File: src/rtl/uart_tx_ctrl.sv
// uart_tx_ctrl: UART frame controller driving an external load/shift serializer
module uart_tx_ctrl #(
  parameter int CLKS_PER_BIT = 434,
  parameter int PARITY_EN    = 0,
  parameter int PARITY_ODD   = 0,
  parameter int STOP_BITS    = 1
) (
  input  logic       Clk,
  input  logic       rst,
  input  logic [7:0] tx_data_i,
  input  logic       tx_valid_i,
  output logic       tx_ready_o,
  output logic [7:0] par_data_o,
  output logic       load_o,
  output logic       shift_o,
  input  logic       sr_bit_i,
  output logic       tx_o,
  output logic       busy_o,
  output logic       tx_done_o
);
  localparam int W = $clog2(CLKS_PER_BIT);
  localparam logic [W-1:0] LAST = W'(CLKS_PER_BIT - 1);

  if (CLKS_PER_BIT < 2 || (STOP_BITS != 1 && STOP_BITS != 2)) begin : g_bad_cfg
    $error("uart_tx_ctrl: CLKS_PER_BIT must be >= 2 and STOP_BITS 1 or 2");
  end

  typedef enum logic [2:0] {IDLE, START, DATA, PARITY, STOP} state_t;
  state_t state, nxt;
  logic [W-1:0] cnt;
  logic [2:0] idx;
  logic sidx, par, bit_end, stop_last;

  always_ff @(posedge Clk)
    if (rst) begin
      state      <= IDLE;
      cnt        <= '0;
      idx        <= '0;
      sidx       <= 1'b0;
      par        <= 1'b0;
      par_data_o <= '0;
    end else begin
      state <= nxt;
      cnt   <= (state == IDLE || bit_end) ? '0 : cnt + W'(1);
      idx   <= state != DATA ? 3'd0 : bit_end ? idx + 3'd1 : idx;
      sidx  <= state == STOP ? sidx ^ bit_end : 1'b0;
      if (tx_valid_i && tx_ready_o) begin
        par_data_o <= tx_data_i;
        par        <= ^tx_data_i ^ 1'(PARITY_ODD);
      end
    end

  // sidx marks the second stop bit; with one stop bit the first is already last
  always_comb begin
    bit_end    = cnt == LAST;
    stop_last  = STOP_BITS == 1 || sidx;
    tx_ready_o = state == IDLE;
    busy_o     = state != IDLE;
    load_o     = state == START && cnt == '0;
    shift_o    = bit_end && (state == START || (state == DATA && idx != 3'd7));
    tx_done_o  = state == STOP && bit_end && stop_last;
    tx_o       = state == START ? 1'b0 : state == DATA ? sr_bit_i : state == PARITY ? par : 1'b1;
    nxt        = state;
    case (state)
      IDLE:    nxt = tx_valid_i ? START : IDLE;
      START:   nxt = bit_end ? DATA : START;
      DATA:    nxt = (bit_end && idx == 3'd7) ? (PARITY_EN != 0 ? PARITY : STOP) : DATA;
      PARITY:  nxt = bit_end ? STOP : PARITY;
      STOP:    nxt = (bit_end && stop_last) ? IDLE : STOP;
      default: nxt = IDLE;
    endcase
  end
endmodule

File: config.mk
export PLATFORM = sky130hd
export DESIGN_NAME = uart_tx_ctrl
export DESIGN_NICKNAME = d
export VERILOG_FILES = /design/src/rtl/uart_tx_ctrl.sv
export SDC_FILE = /design/constraint.sdc
export NUM_CORES = 1
export LEC_CHECK = 0
export ABC_AREA = 1
export BUFFER_PORTS_ARGS = -buffer_cell sky130_fd_sc_hd__buf_2
export CAP_MARGIN = 20
export CORE_MARGIN = 2
export CORE_UTILIZATION = 55
export CTS_BUF_LIST = sky130_fd_sc_hd__clkbuf_4 sky130_fd_sc_hd__clkbuf_8 sky130_fd_sc_hd__clkbuf_16
export CTS_CLUSTER_DIAMETER = 40
export DETAILED_ROUTE_END_ITERATION = 8
export GPL_TIMING_DRIVEN = 1
export PLACE_DENSITY = 0.91
export SLEW_MARGIN = 20
export SYNTH_ARGS = -nofsm -noshare
export SYNTH_HDL_FRONTEND = slang
export SYNTH_SLANG_ARGS = --single-unit
File: constraint.sdc
create_clock -name Clk -period 2.5 [get_ports Clk]
set_clock_uncertainty 0.2 [all_clocks]
set_input_delay 0 -clock Clk [delete_from_list [all_inputs] [get_ports Clk]]
set_output_delay 0 -clock Clk [all_outputs]
set_load 0.01 [all_outputs]
==> results of run 1 <==
[routing by layer]
layer	routed length, um	up-vias
met4	39	0
met1	1210	549
met3	50	4
li1	-	651
met2	1350	23
met5	0	-
[worst reg2reg max path: stages (launching register included)]
cell	delay [ps]
dfxtp_1	380
inv_1	70
ha_1	170
nand2_1	100
nor3_4	50
nand2_2	210
nand3_2	230
nor3b_1	210
[final timing paths]
| check | startpoint | endpoint | cells past startpoint | slack (ps) |
|---|---|---|---|---|
| min reg2reg | par_data_o[3]$_SDFFE_PP0N_ | par_data_o[3]$_SDFFE_PP0N_ | 2 | 270 |
| max | cnt[0]$_SDFF_PP0_ | shift_o | 6 | 690 |
| min | sr_bit_i | tx_o | 4 | 180 |
| max reg2reg | cnt[1]$_SDFF_PP0_ | cnt[3]$_SDFF_PP0_ | 7 | 820 |
[Yosys cell counts, types with 3 or more instances]
library cell	count
nand2_1	53
inv_1	25
dfxtp_1	24
a21oi_1	17
nor2_1	14
o21ai_0	8
nand3_1	6
ha_1	5
xor2_1	4
inv_2	3
nand2_2	3
[state kept, by name, indices dropped and copies added, names as in the netlist]
| register | count |
|---|---|
| state | 3 |
| cnt | 9 |
| par_data_o | 8 |
| idx | 3 |
| par | 1 |
[cells by family (layout without fill, tap and decap cells)]
| family | after synthesis | in the layout | share of synthesized area, % |
|---|---|---|---|
| and+or+nand+nor | 89 | 89 | 31.8 |
| buffers and inverters | 31 | 68 | 10.6 |
| AOI/OAI and AO/OA | 29 | 29 | 11.9 |
| DFF | 24 | 24 | 37.4 |
| adders and majority gates | 5 | 5 | 4.87 |
| xor gates and xnor gates | 5 | 5 | 3.41 |
[final cells by class]
type | count | area share [%]
multi-input cells | 128 | 42.8
flip-flops and latches | 24 | 30.8
repair buffers | 35 | 14.5
inverters | 29 | 7.31
clock buffers | 4 | 2.33
well taps | 28 | 2.25
[where the power goes]
group	total [mW]	switching, mW	internal [mW]
clock network	0.209	0.120	0.0890
logic	0.120	0.0693	0.0511
registers	0.406	0.00844	0.397
total	0.735	0.198	0.537
==> metrics.cfg, run 1 <==
[outcome]
status=completed

[synth]
synth_area_leaders=dfxtp_1, nand2_1, inv_1
synth_async_sr_flop_share_pct=0
synth_cells=183
synth.avg_cell_area_sq_um=7.01
netlist.area_leader.share_pct=37.4
synth_edf_count=0
syn_nets=200
synth.largest_area_cell=dfxtp_1
ys_warn_count=0
ys_seq_area_share_pct=37.4
ys_seq_elements=24
synth_flop_cell=dfxtp_1
netlist-cell-type-count=27
syn_area_sq_um=1280

[detailed_routing]
wl_per_cell_um=10.7
routed_via_density=4.95
ant_nets=0
wirelength_um=2650
drtPass1Iterations=4
drc=0
vias=1227
drt_iter0_markers=14

[die]
fp.dieArea_sq_um=2740
die_y_um=52.3
die_x_um=52.3
core_sq_um=2210
ios=26
initial_core_util_pct=58.0
rows=17

[power]
peakVddDrop_mv=0.376
power.total_mw=0.735
p_leak_nw=0.743
power_density_nw_per_um2=472

[global_routing]
grt-busiest-layer=met2
met1_usage_pct=24.3
grt_max_degree=16
grt_overflow=0
grt.total_usage_pct=21.4
antenna_found_initial=0
grt_pass1_vias=1100
grt_pass1_wl_um=4350
met2_usage_pct=40.2
grt_use_met3_pct=1.71

[finish]
nets=238
final_area_sq_um=1560
final_common_cell=nand2_1
antennaDiodeCount=0
seq_area_sq_um=480
syn2layout_area_growth_pct=21.3
fillers=189
drive_gt1_share_pct=20.5
instances_no_fill=248
layout_common_cells=nand2_1, inv_1, buf_2
postLayoutCoreUtil_pct=70.4
multi_input_area_sq_um=667

[placed_design]
postPlaceCellArea_sq_um=1420
port-buffer-count=25
dp_slack_ps=847
place_congestion=0.764
dp_cells=234
dp_hpwl_um=1860

[clocking]
clk_path_buf_depth=2
tritoncts=built
worstSkewPairLatency_ps=320
clk_pin_slew_worst_paths_ps=140
cts_inserted_buffers=3
htreeDepth=1
clock_sinks=24
cts_setup_buffers=0
cts_root_buffer=clkbuf_4
cts_hold_buf=10
cts_resized=0

[sta]
setup_tns_ps=0
worst-slew-pin-transition_ps=356
fin_crit_sh_pct=72.5
maxSlewHeadroom_pct=76.1
fin_ws_ps=688
report.final.slew_viol_count=0
holdWs_ps=180
hold_violations=0
setup_viol=0
fmax_ghz=0.552
rsz0062_at_grt=no
period_needed_ps=1810

[critical_path]
crit_type=register to primary output
cp.required_ps=2300
path_buf_inv=1
slowest_stage=dfxtp_1
worstSetupEndpointType=primary output
crit_family=flip-flops
cp-start-kind=register
critPathArrivalTime_ps=1610
cp_slowest_stage_delay_ps=420
cp_max_fo=12
path_cells=ha_1, nand2_1, nor3_4, nand2_2, a21oi_1, buf_2

[run]
drv_cap=0

[min_path]
min_path_type=primary input to primary output

(Power assumes the default switching activity.)
==> run 2: changes to the inputs <==
CORE_UTILIZATION = 53   (was 55)
PLACE_DENSITY = 0.88   (was 0.91)
clock period = 1.7 ns   (was 2.5 ns; I/O delays follow)
==> metrics.cfg, run 2 (same netlist as run 1, synthesis figures left out) <==
[outcome]
status=completed

[die]
rows=17
die_y_um=53.2
fp.dieArea_sq_um=2830
ios=26
initial_core_util_pct=56.9
die_x_um=53.2
core_sq_um=2250

[run]
drv_cap=0

[detailed_routing]
drtPass1Iterations=4
wl_per_cell_um=10.5
routed_via_density=4.82
drc=0
drt_iter0_markers=27
wirelength_um=2650
vias=1220
ant_nets=0

[power]
pwr-share-clk_pct=28.5
p_leak_nw=0.799
p_seq_share_pct=54.7
power.total_mw=1.09
switching_power_mw=0.298
swShare_pct=27.3
power_density_nw_per_um2=663
pwr-share-comb_pct=16.8
peakVddDrop_mv=0.482
power.internal_mw=0.794

[clocking]
tritoncts=built
clk_path_buf_depth=2
cts_root_buffer=clkbuf_4
cts_inserted_buffers=3
clock_sinks=24
clk_pin_slew_worst_paths_ps=130
worstSkewPairLatency_ps=320
htreeDepth=1

[global_routing]
grt_max_degree=16
grt_pass1_vias=1032
grt.total_usage_pct=19.4
grt_pass1_wl_um=4110
grt_overflow=0
antenna_found_initial=0

[min_path]
min_path_type=primary input to primary output

[critical_path]
slowest_stage=dfxtp_4
critPathArrivalTime_ps=1470
cp_slowest_stage_delay_ps=400
critical_path.most_common_cell=nand2_4
cp-start-kind=register
worstSetupEndpointType=primary output
cp.required_ps=1500
cp_max_fo=5
path_cells=ha_4, nand2_4, nor3_4, nand2_4, a21oi_2, buf_2
crit_type=register to primary output

[finish]
largest_registers=cnt (9), par_data_o (8)
final_common_cell=nand2_1
regMostFlops=cnt
layout_common_cells=nand2_1, buf_2, inv_1
nets=243
fillers=176
antennaDiodeCount=0
largest_reg_flops=9
syn2layout_area_growth_pct=28.4
drive_gt1_share_pct=27.1
instances_no_fill=253

[sta]
rsz0062_at_grt=yes
fin_crit_sh_pct=98.3
hold_violations=0
period_needed_ps=1670
setup_viol=0
worst-slew-pin-transition_ps=265
maxSlewHeadroom_pct=82.3
report.final.slew_viol_count=0
fmax_ghz=0.599

[placed_design]
dp_hpwl_um=1860
place_congestion=0.762
port-buffer-count=25
dp_cells=234

-- run 2: stage by stage --
step,TNS (ps),hold WS [ps],worst slack [ps],utilization [%],area [sq um]
floorplan,0,-138,229,-,1280
global placement,0,54.0,92.2,63.0,1420
detailed placement,0,56.1,7.29,63.0,1420
CTS,0,146,3.50,70.2,1580
global route,-178,155,-79.2,73.1,1650
finish,0,140,29.2,73.1,1650
-- run 2: repair_timing --
action / 4_1_cts / 5_1_grt
endpoints found under the setup margin: 4 / 8
setup buffers: 2 / 3
gates cloned: 0 / 0
hold buffers: 10 / 0
resized for setup: 4 / 13
pin swaps: 1 / 4
endpoints found under the hold margin: 12 / 0
-- run 2: worst max-delay path: cells and delay by family (launching register included) --
| family | cells | cell delay, ps |
|---|---|---|
| AO/OA/AOI/OAI | 1 | 100 |
| adder cells (fa/ha/maj) | 1 | 150 |
| buffers and inverters | 1 | 140 |
| flip-flops | 1 | 400 |
| AND/OR/NAND/NOR | 3 | 360 |
-- run 2: area by class of cell --
type	instances	area [sq um]	area share, %
inverter	29	114	6.91
clock buffer	4	36.3	2.20
tap	28	35.0	2.13
sequential	24	490	29.8
timing repair buffer	40	263	15.9
multi-input combinational	128	709	43.1
-- run 2: worst paths after layout --
| kind | start | end | slack [ps] | cells after the start |
|---|---|---|---|---|
| hold reg to reg | par_data_o[3]$_SDFFE_PP0N_ | par_data_o[3]$_SDFFE_PP0N_ | 270 | 2 |
| hold / removal | sr_bit_i | tx_o | 140 | 4 |
| setup reg to reg | cnt[0]$_SDFF_PP0_ | state[1]$_SDFF_PP0_ | 80 | 7 |
| setup / recovery | cnt[0]$_SDFF_PP0_ | shift_o | 30 | 6 |
-- run 2: layer usage --
metal	GRT usage [%]	vias up	part of all wire [%]
met5	0	-	0
li1	-	659	-
met1	22.7	531	47
met4	5.13	0	0.60
met3	3.39	2	3.6
met2	35.6	28	49
-- run 2: power groups by stage --
stage / sequential (mW) / clock [mW] / combinational [mW]
3_3_place_gp: 0.607 / 0 / 0.154
5_1_grt: 0.601 / 0.338 / 0.207
2_1_floorplan: 0.615 / 0 / 0.0943
4_1_cts: 0.597 / 0.315 / 0.176
6_report: 0.598 / 0.311 / 0.183
3_5_place_dp: 0.608 / 0 / 0.158
==> run 3: changes to the inputs <==
clock period = 1.9 ns   (was 1.7 ns; I/O delays follow)
==> metrics.cfg, run 3 (same netlist as run 1, synthesis figures left out) <==
[die]
core_sq_um=2250
die_y_um=53.2
ios=26
rows=17
initial_core_util_pct=56.9
fp.dieArea_sq_um=2830
die_x_um=53.2

[clocking]
tritoncts=built
cts_inserted_buffers=3
cts_setup_buffers=0
clock_sinks=24
worstSkewPairLatency_ps=310
htreeDepth=1
cts_root_buffer=clkbuf_4
clk_path_buf_depth=2
clk_pin_slew_worst_paths_ps=120

[finish]
multi_input_area_sq_um=674
nets=238
largest_reg_flops=9
final_common_cell=nand2_1
syn2layout_area_growth_pct=22.0
fillers=198
seq_area_sq_um=482
regMostFlops=cnt
drive_gt1_share_pct=21.4
antennaDiodeCount=0
largest_registers=cnt (9), par_data_o (8)
instances_no_fill=248
layout_common_cells=nand2_1, inv_1, buf_2

[power]
p_leak_nw=0.759
pwr-share-clk_pct=27.9
p_seq_share_pct=55.5
power.internal_mw=0.707
power_density_nw_per_um2=613
swShare_pct=26.4
switching_power_mw=0.253
power.total_mw=0.960
pwr-share-comb_pct=16.6
peakVddDrop_mv=0.493

[sta]
period_needed_ps=1780
fmax_ghz=0.563
maxSlewHeadroom_pct=77.3
report.final.slew_viol_count=0
setup_tns_ps=0
hold_violations=0
fin_crit_sh_pct=93.5
holdWs_ps=139
worst-slew-pin-transition_ps=338
setup_viol=0

[detailed_routing]
drt_iter0_markers=16
drc=0
routed_via_density=4.81
drtPass1Iterations=4
wirelength_um=2530
wl_per_cell_um=10.2
vias=1194
ant_nets=0

[critical_path]
cp-start-kind=register
cp_slowest_stage_delay_ps=350
path_cells=inv_1, ha_1, nand2_1, nor3_4, nand2_4, a21oi_1, buf_2
crit_type=register to primary output
critPathArrivalTime_ps=1580
worstSetupEndpointType=primary output
slowest_stage=dfxtp_1
cp.required_ps=1700
cp_max_fo=12

[placed_design]
port-buffer-count=25
dp_cells=234
place_congestion=0.761
dp_hpwl_um=1880

[global_routing]
grt.total_usage_pct=19.7
grt_pass1_vias=1075
grt_overflow=0
antenna_found_initial=0
grt_pass1_wl_um=4180
grt_max_degree=16

[run]
drv_cap=0

[outcome]
status=completed

[min_path]
min_path_type=primary input to primary output

## run 3: cell types whose count changed in the layout (fill, tap and decap cells not counted), sizes merged
| cell | previous run | this run |
|---|---|---|
| buf | 30 | 25 |
## run 3: final timing paths
| kind | start | endpoint | slack (ps) | cells after the start |
|---|---|---|---|---|
| setup / recovery | cnt[1]$_SDFF_PP0_ | shift_o | 120 | 7 |
| hold / removal | sr_bit_i | tx_o | 140 | 4 |
| setup reg to reg | cnt[1]$_SDFF_PP0_ | cnt[3]$_SDFF_PP0_ | 310 | 7 |
| hold reg to reg | cnt[0]$_SDFF_PP0_ | cnt[0]$_SDFF_PP0_ | 260 | 1 |
## run 3: metrics by stage
step	cell area [sq um]	setup WS (ps)	utilization, %
6_report	1570	123	69.5
5_1_grt	1570	-41.6	69.5
4_1_cts	1560	63.1	69.1
3_5_place_dp	1420	234	63.0
3_3_place_gp	1420	292	63.0
2_1_floorplan	1280	429	-
## run 3: final cells by class
class / count / share of cell area, %
tap: 28 / 2.24
inverter: 29 / 7.27
sequential: 24 / 30.8
clock buffer: 4 / 2.32
multi-input combinational: 128 / 43.1
timing repair buffer: 35 / 14.4
## run 3: repair_timing
item,in CTS,in global routing
hold buffers,10,0
setup endpoints to repair,0,3
resized for setup,0,3
endpoints found under the hold margin,12,0
## run 3: layer usage
layer	track usage (%)	routed length [um]	vias to the layer above	share of wire, %
met4	4.27	10	0	0.40
li1	-	-	653	-
met3	4.24	94	2	3.7
met5	0	0	-	0
met1	23.7	1230	515	49
met2	35.4	1200	24	47
## run 3: worst max-delay path, delay by kind of cell (launching register included)
kind / cells / cell delay, ps
AO/OA/AOI/OAI: 1 / 140
adder cells (fa/ha/maj): 1 / 140
buffers and inverters: 2 / 210
flip-flops: 1 / 350
AND/OR/NAND/NOR: 3 / 420
## run 3: power groups by stage
stage               combinational [mW]  sequential [mW]  clock (mW)
detailed placement               0.142            0.544           0
floorplan                       0.0844            0.550           0
global route                     0.182            0.536       0.299
finish                           0.159            0.533       0.268
CTS                              0.158            0.533       0.279
global placement                 0.138            0.543           0
